==> config.mk <==
export PLATFORM = sky130hd
export DESIGN_NAME = wb_uart_rx
export DESIGN_NICKNAME = d
export VERILOG_FILES = /design/src/rtl/wb_uart_rx.sv
export SDC_FILE = /design/constraint.sdc
export NUM_CORES = 1
export LEC_CHECK = 0
export CORE_ASPECT_RATIO = 0.9
export CORE_UTILIZATION = 62
export DETAILED_ROUTE_END_ITERATION = 16
export PLACE_DENSITY = 0.85
export REMOVE_ABC_BUFFERS = 1
export SYNTH_ARGS = -nofsm -noshare
export SYNTH_HDL_FRONTEND = slang
export SYNTH_SLANG_ARGS = --single-unit
==> constraint.sdc <==
create_clock -name wb_clk -period 4.7 [get_ports wb_clk]
set_input_delay 0.94 -clock wb_clk [delete_from_list [all_inputs] [get_ports wb_clk]]
set_output_delay 0.94 -clock wb_clk [all_outputs]
set_load 0.1 [all_outputs]
==> src/rtl/wb_uart_rx.sv <==
// Wishbone-slave UART receiver: 16x-oversampled 8N1 deframer feeding a receive FIFO,
// with RXDATA/STATUS/BAUDDIV/IRQ_EN registers and a registered level interrupt.
module wb_uart_rx #(
  parameter int unsigned FIFO_DEPTH  = 16,
  parameter int unsigned DEFAULT_DIV = 53
) (
  input  logic        wb_clk,
  input  logic        wb_rst_n,
  input  logic [1:0]  wb_adr,
  input  logic [31:0] wb_dat,
  input  logic [3:0]  wb_sel,
  input  logic        wb_we,
  input  logic        wb_cyc,
  input  logic        wb_stb,
  output logic [31:0] wb_rdt,
  output logic        wb_ack,
  input  logic        rx_pad_i,
  output logic        o_irq
);
  localparam int unsigned PTR_W = (FIFO_DEPTH > 1) ? $clog2(FIFO_DEPTH) : 1;
  localparam int unsigned CNT_W = PTR_W + 1;
  localparam int unsigned DIV_W = 16;

  localparam logic [1:0] ADR_RXDATA  = 2'd0;
  localparam logic [1:0] ADR_STATUS  = 2'd1;
  localparam logic [1:0] ADR_BAUDDIV = 2'd2;
  localparam logic [1:0] ADR_IRQEN   = 2'd3;

  typedef enum logic [1:0] {ST_IDLE, ST_START, ST_DATA, ST_STOP} state_e;

  state_e             state_q, state_d;
  logic [3:0]         tick_cnt_q, tick_cnt_d;
  logic [2:0]         bit_cnt_q, bit_cnt_d;
  logic [7:0]         shift_q, shift_d;
  logic [1:0]         sync_q;
  logic               rx_prev_q;
  logic [DIV_W-1:0]   baud_cnt_q, baud_cnt_d;
  logic [DIV_W-1:0]   div_q, div_d;
  logic [1:0]         en_q, en_d;
  logic               ovr_q, ovr_d, fe_q, fe_d;
  logic               ack_q, irq_q, irq_d;
  logic [31:0]        rdt_q, rdt_d;
  logic [7:0]         mem_q [FIFO_DEPTH];
  logic [PTR_W-1:0]   wr_ptr_q, wr_ptr_d, rd_ptr_q, rd_ptr_d;
  logic [CNT_W-1:0]   count_q, count_d;

  logic rx_s, fall_c, tick_c, push_c, fe_set_c;
  logic req_c, rd_c, wr_c, pop_c, do_push_c, ovr_set_c, full_c, not_empty_c;
  logic unused_bits;

  assign unused_bits = ^{wb_dat[31:16], wb_sel[3:2]};

  assign rx_s        = sync_q[1];
  assign fall_c      = rx_prev_q & ~rx_s;
  assign tick_c      = (baud_cnt_q == '0);
  assign full_c      = (count_q == CNT_W'(FIFO_DEPTH));
  assign not_empty_c = (count_q != '0);

  assign req_c     = wb_cyc & wb_stb & ~ack_q;
  assign rd_c      = req_c & ~wb_we;
  assign wr_c      = req_c & wb_we;
  assign pop_c     = rd_c & (wb_adr == ADR_RXDATA) & not_empty_c;
  assign do_push_c = push_c & (~full_c | pop_c);
  assign ovr_set_c = push_c & full_c & ~pop_c;

  assign wb_rdt = rdt_q;
  assign wb_ack = ack_q;
  assign o_irq  = irq_q;

  // Baud tick: reloads at zero, restarts on a start edge so sampling is phase-locked to it.
  always_comb begin
    baud_cnt_d = baud_cnt_q - DIV_W'(1);
    if (((state_q == ST_IDLE) && fall_c) || tick_c) begin
      baud_cnt_d = div_q;
    end
  end

  always_ff @(posedge wb_clk or negedge wb_rst_n) begin
    if (!wb_rst_n) begin
      state_q    <= ST_IDLE;
      tick_cnt_q <= '0;
      bit_cnt_q  <= '0;
      shift_q    <= '0;
    end else begin
      state_q    <= state_d;
      tick_cnt_q <= tick_cnt_d;
      bit_cnt_q  <= bit_cnt_d;
      shift_q    <= shift_d;
    end
  end

  // Deframer: mid-start check at tick 7, then one sample every 16 ticks.
  always_comb begin
    state_d    = state_q;
    tick_cnt_d = tick_cnt_q;
    bit_cnt_d  = bit_cnt_q;
    shift_d    = shift_q;
    push_c     = 1'b0;
    fe_set_c   = 1'b0;
    case (state_q)
      ST_IDLE: begin
        if (fall_c) begin
          state_d    = ST_START;
          tick_cnt_d = '0;
        end
      end
      ST_START: begin
        if (tick_c) begin
          if (tick_cnt_q == 4'd7) begin
            tick_cnt_d = '0;
            bit_cnt_d  = '0;
            state_d    = rx_s ? ST_IDLE : ST_DATA;
          end else begin
            tick_cnt_d = tick_cnt_q + 4'd1;
          end
        end
      end
      ST_DATA: begin
        if (tick_c) begin
          tick_cnt_d = tick_cnt_q + 4'd1;
          if (tick_cnt_q == 4'd15) begin
            shift_d   = {rx_s, shift_q[7:1]};
            bit_cnt_d = bit_cnt_q + 3'd1;
            if (bit_cnt_q == 3'd7) begin
              state_d = ST_STOP;
            end
          end
        end
      end
      ST_STOP: begin
        if (tick_c) begin
          tick_cnt_d = tick_cnt_q + 4'd1;
          if (tick_cnt_q == 4'd15) begin
            push_c   = rx_s;
            fe_set_c = ~rx_s;
            state_d  = ST_IDLE;
          end
        end
      end
      default: state_d = ST_IDLE;
    endcase
  end

  // FIFO bookkeeping; a pop frees the slot for a same-cycle push.
  always_comb begin
    wr_ptr_d = wr_ptr_q;
    rd_ptr_d = rd_ptr_q;
    count_d  = count_q;
    if (do_push_c) begin
      wr_ptr_d = wr_ptr_q + PTR_W'(1);
    end
    if (pop_c) begin
      rd_ptr_d = rd_ptr_q + PTR_W'(1);
    end
    if (do_push_c && !pop_c) begin
      count_d = count_q + CNT_W'(1);
    end else if (!do_push_c && pop_c) begin
      count_d = count_q - CNT_W'(1);
    end
  end

  // Register file, read mux and interrupt.
  always_comb begin
    rdt_d = '0;
    div_d = div_q;
    en_d  = en_q;
    ovr_d = ovr_q | ovr_set_c;
    fe_d  = fe_q | fe_set_c;
    if (wr_c) begin
      case (wb_adr)
        ADR_STATUS: begin
          if (wb_dat[2] && !ovr_set_c) ovr_d = 1'b0;
          if (wb_dat[3] && !fe_set_c)  fe_d  = 1'b0;
        end
        ADR_BAUDDIV: begin
          if (wb_sel[0]) div_d[7:0]  = wb_dat[7:0];
          if (wb_sel[1]) div_d[15:8] = wb_dat[15:8];
        end
        ADR_IRQEN: en_d = wb_dat[1:0];
        default: ;
      endcase
    end
    if (rd_c) begin
      case (wb_adr)
        ADR_RXDATA:  rdt_d = not_empty_c ? {24'd0, mem_q[rd_ptr_q]} : 32'd0;
        ADR_STATUS:  rdt_d = {16'd0, 8'(count_q), 4'd0, fe_q, ovr_q, full_c, not_empty_c};
        ADR_BAUDDIV: rdt_d = {16'd0, div_q};
        default:     rdt_d = {30'd0, en_q};
      endcase
    end
    irq_d = (en_q[0] & not_empty_c) | (en_q[1] & (ovr_q | fe_q));
  end

  always_ff @(posedge wb_clk or negedge wb_rst_n) begin
    if (!wb_rst_n) begin
      sync_q     <= 2'b11;
      rx_prev_q  <= 1'b1;
      baud_cnt_q <= DIV_W'(DEFAULT_DIV);
      div_q      <= DIV_W'(DEFAULT_DIV);
      en_q       <= '0;
      ovr_q      <= 1'b0;
      fe_q       <= 1'b0;
      ack_q      <= 1'b0;
      irq_q      <= 1'b0;
      rdt_q      <= '0;
      wr_ptr_q   <= '0;
      rd_ptr_q   <= '0;
      count_q    <= '0;
    end else begin
      sync_q     <= {sync_q[0], rx_pad_i};
      rx_prev_q  <= rx_s;
      baud_cnt_q <= baud_cnt_d;
      div_q      <= div_d;
      en_q       <= en_d;
      ovr_q      <= ovr_d;
      fe_q       <= fe_d;
      ack_q      <= req_c;
      irq_q      <= irq_d;
      rdt_q      <= rdt_d;
      wr_ptr_q   <= wr_ptr_d;
      rd_ptr_q   <= rd_ptr_d;
      count_q    <= count_d;
    end
  end

  // Storage needs no reset: only entries covered by count are ever read.
  always_ff @(posedge wb_clk) begin
    if (do_push_c) begin
      mem_q[wr_ptr_q] <= shift_q;
    end
  end

endmodule
==> results.toml <==
[status]
status = "complete, no violations"

[power_and_ir_drop]
power_density_nw_per_um2 = 473
power.total_uw = 4880
p_leak_uw = 0.00407
vdd_drop_max_mv = 0.308

[floorplan]
die_area_sq_um = 15100
ios = 78
start_util = 0.640
die_h_um = 117
coreArea_sq_um = 14200
die-width_um = 129
rows = 41

[critical_path]
crit_slowest_cell = "o311a_1"
cp-end-kind = "flip-flop"
r2r_start = "count_q[0]"
critPathLaunch = "wb_we"
worstPathCellList = "clkdlybuf4s50_1, nand4bb_1, o311a_1, nor4_4, ha_1, inv_1, fa_1, a21o_1, a21oi_1, xnor2_1, nor2_1, xor2_1"
reg2reg_to = "count_q[4]"
cp-start-kind = "input port"
path_class = "in2reg"
crit_cells = 12
cpLargestDelayFamily = "compound AO/OA/AOI/OAI gates"
reg2reg_slack_ps = 1300
rr_worst_depth = 13
critical_path_required_ps = 5060
critPathArrivalTime_ps = 4110
cp_max_fo = 7
critPathBufInv = 2
slowest_delay_ps = 480

[synthesis]
synth_cell_types = 51
synthTopCellsByArea = "edfxtp_1, dfrtp_1, mux4_2"
async_flop_share = 0.405
synthFlopType = "edfxtp_1"
synth_largest_area_cell = "edfxtp_1"
syn_area_per_cell_sq_um = 15.2
yosys_warnings = 0
synth_area_sq_um = 9060
ys_seq_elements = 215
synth_edf_count = 128
synth_cells = 596
synth_top_area_share = 0.424
ys_seq_area_frac = 0.666

[routing]
drcViolationCount = 0
postRouteAntennaNets = 0
dr.pass1.iters = 5
wl_per_cell_um = 22.6
viasPerCell = 6.25
vias = 5376
wirelength_mm = 19.5
drt_iter0_markers = 530

[finish]
fin_nets = 711
final_cell_mix = "edfxtp_1, dfrtp_1, nand2_1"
antennaDiodeCount = 0
drive_above_1_share = 0.189
final_common_cell = "edfxtp_1"
fillerInstances = 831
area_growth_pct = 13.7

[worst_hold_path]
hold_path.class = "reg2reg"
worstHoldEndpoint = "sync_q[1]"
min_from = "sync_q[0]"
hold_depth = 0

[clock_tree]
post_cts_buffers = 0
h-tree-depth = 1
cts_tree = "built"
ctsLongestPathBuffers = 3
post_cts_resized = 0
clock-sinks = 215
clk_pin_slew_ps = 60
cts_buffers = 21
hold_buffers = 0
clk-insertion-delay-late_ps = 490
cts_root_buf = "clkbuf_16"

[timing]
finalHoldViolations = 0
relSlewSlack = 0.297
max_freq_ghz = 0.267
maxSlewViolCount = 0
period_needed_ps = 3750
fin_tns_setup_ps = 0
post-route-period-util = 0.798
rsz0062_at_grt = "no"
worst_slew_pin_slew_ps = 1050
setup_viol = 0
skew_ps = 10.7

[global_routing]
overflow = 0
grt_use_met2 = 0.422
use_met3 = 0.0669
grt_pass1_vias = 5389
grt_busiest_layer = "met2"
grt_usage = 0.270
grt_pass1_wl_mm = 29.9
grt_max_degree = 57
grt_util_met1 = 0.378
antenna_found_initial = 0

[placed_design]
portBuffers = 43
gp_congestion = 0.880
hpwl_mm = 12.3

[run]
maxCapViolCount = 0
[worst max path at each step]
| stage | to | slack [ps] |
|---|---|---|
| 6_report | count_q[4] | 950 |
| 5_1_grt | count_q[4] | 820 |
| 4_1_cts | count_q[4] | 1000 |
| 3_3_place_gp | count_q[4] | 620 |
| 2_1_floorplan | count_q[4] | 950 |
| 3_5_place_dp | count_q[4] | 540 |
[logic make-up (layout without fill, tap and decap cells)]
group,after synthesis,after routing,synth area share
flops,215,215,0.666
simple gates,153,153,0.0859
mux,74,74,0.130
compound gates,70,70,0.0486
buf+inv,46,102,0.0262
xor+xnor,23,23,0.0222
fa+ha+maj,14,14,0.0202
other cells,1,16,0.000414
[cell usage after synthesis, types with 2 or more instances]
library cell	instances
edfxtp_1	128
dfrtp_1	76
nand2_1	50
nor2_1	40
mux2_2	32
mux4_2	32
o21ai_0	28
buf_4	16
clkbuf_1	16
xnor2_1	15
ha_1	13
dfstp_2	11
nor3_1	11
a21oi_1	10
mux2i_1	10
nand4_1	9
xor2_1	8
a22o_1	7
a22oi_1	7
nand3_1	7
nor2b_1	7
inv_1	6
nor4_1	6
a211oi_1	5
buf_1	4
buf_2	4
or4_1	4
and2_1	3
nand2b_1	3
nand3b_1	3
a21o_1	2
a31oi_1	2
nor4_4	2
o22ai_1	2
[registers in the layout, indices dropped and copies added (netlist names), 2 cells and up, named ones only]
| signal | cells |
|---|---|
| sync_q | 2 |
| shift_q | 8 |
| en_q | 2 |
| count_q | 5 |
| bit_cnt_q | 3 |
| div_q | 16 |
| baud_cnt_q | 16 |
| wb_rdt | 16 |
| mem_q | 128 |
| wr_ptr_q | 4 |
| tick_cnt_q | 4 |
| rd_ptr_q | 4 |
[worst register-to-register path, cell delays in order (launching register included)]
cell	delay [ps]
dfrtp_1	460
or4_1	680
nor2_1	180
nor4_2	50
buf_4	180
inv_1	220
ha_1	250
inv_1	120
fa_1	420
a21o_1	180
a21oi_1	180
xnor2_1	140
nor2_1	70
xor2_1	140
[layer usage]
metal	wire (um)	vias to the layer above
li1	-	2332
met1	7730	2688
met2	9320	314
met3	1860	42
met4	565	0
met5	0	-
[report_power, final]
part / switching [uW] / internal [uW] / total, uW
sequential: 239 / 2150 / 2390
combinational: 546 / 423 / 969
clock: 666 / 856 / 1520
[metrics by stage]
| stage | setup WS [ps] | area [sq um] | hold WS (ps) | util | std cells |
|---|---|---|---|---|---|
| 2_1_floorplan | 947 | 8900 | 345 | - | 571 |
| 4_1_cts | 1000 | 10300 | 358 | 0.728 | 860 |
| 5_1_grt | 823 | 10300 | 361 | 0.728 | 860 |
| 6_report | 951 | 10300 | 356 | 0.728 | 860 |
| 3_3_place_gp | 622 | 9690 | 346 | 0.684 | 823 |
| 3_5_place_dp | 537 | 9690 | 349 | 0.684 | 823 |
[cell type report]
class | count | area (sq um) | area share
Timing Repair Buffer | 59 | 548 | 0.0532
Multi-Input combinational cell | 350 | 2840 | 0.276
Clock inverter | 7 | 33.8 | 0.00328
Tap cell | 193 | 241 | 0.0234
Inverter | 6 | 22.5 | 0.00219
Sequential cell | 215 | 6030 | 0.586
Clock buffer | 30 | 579 | 0.0562
Note: power is estimated with default switching activity, not from simulation.
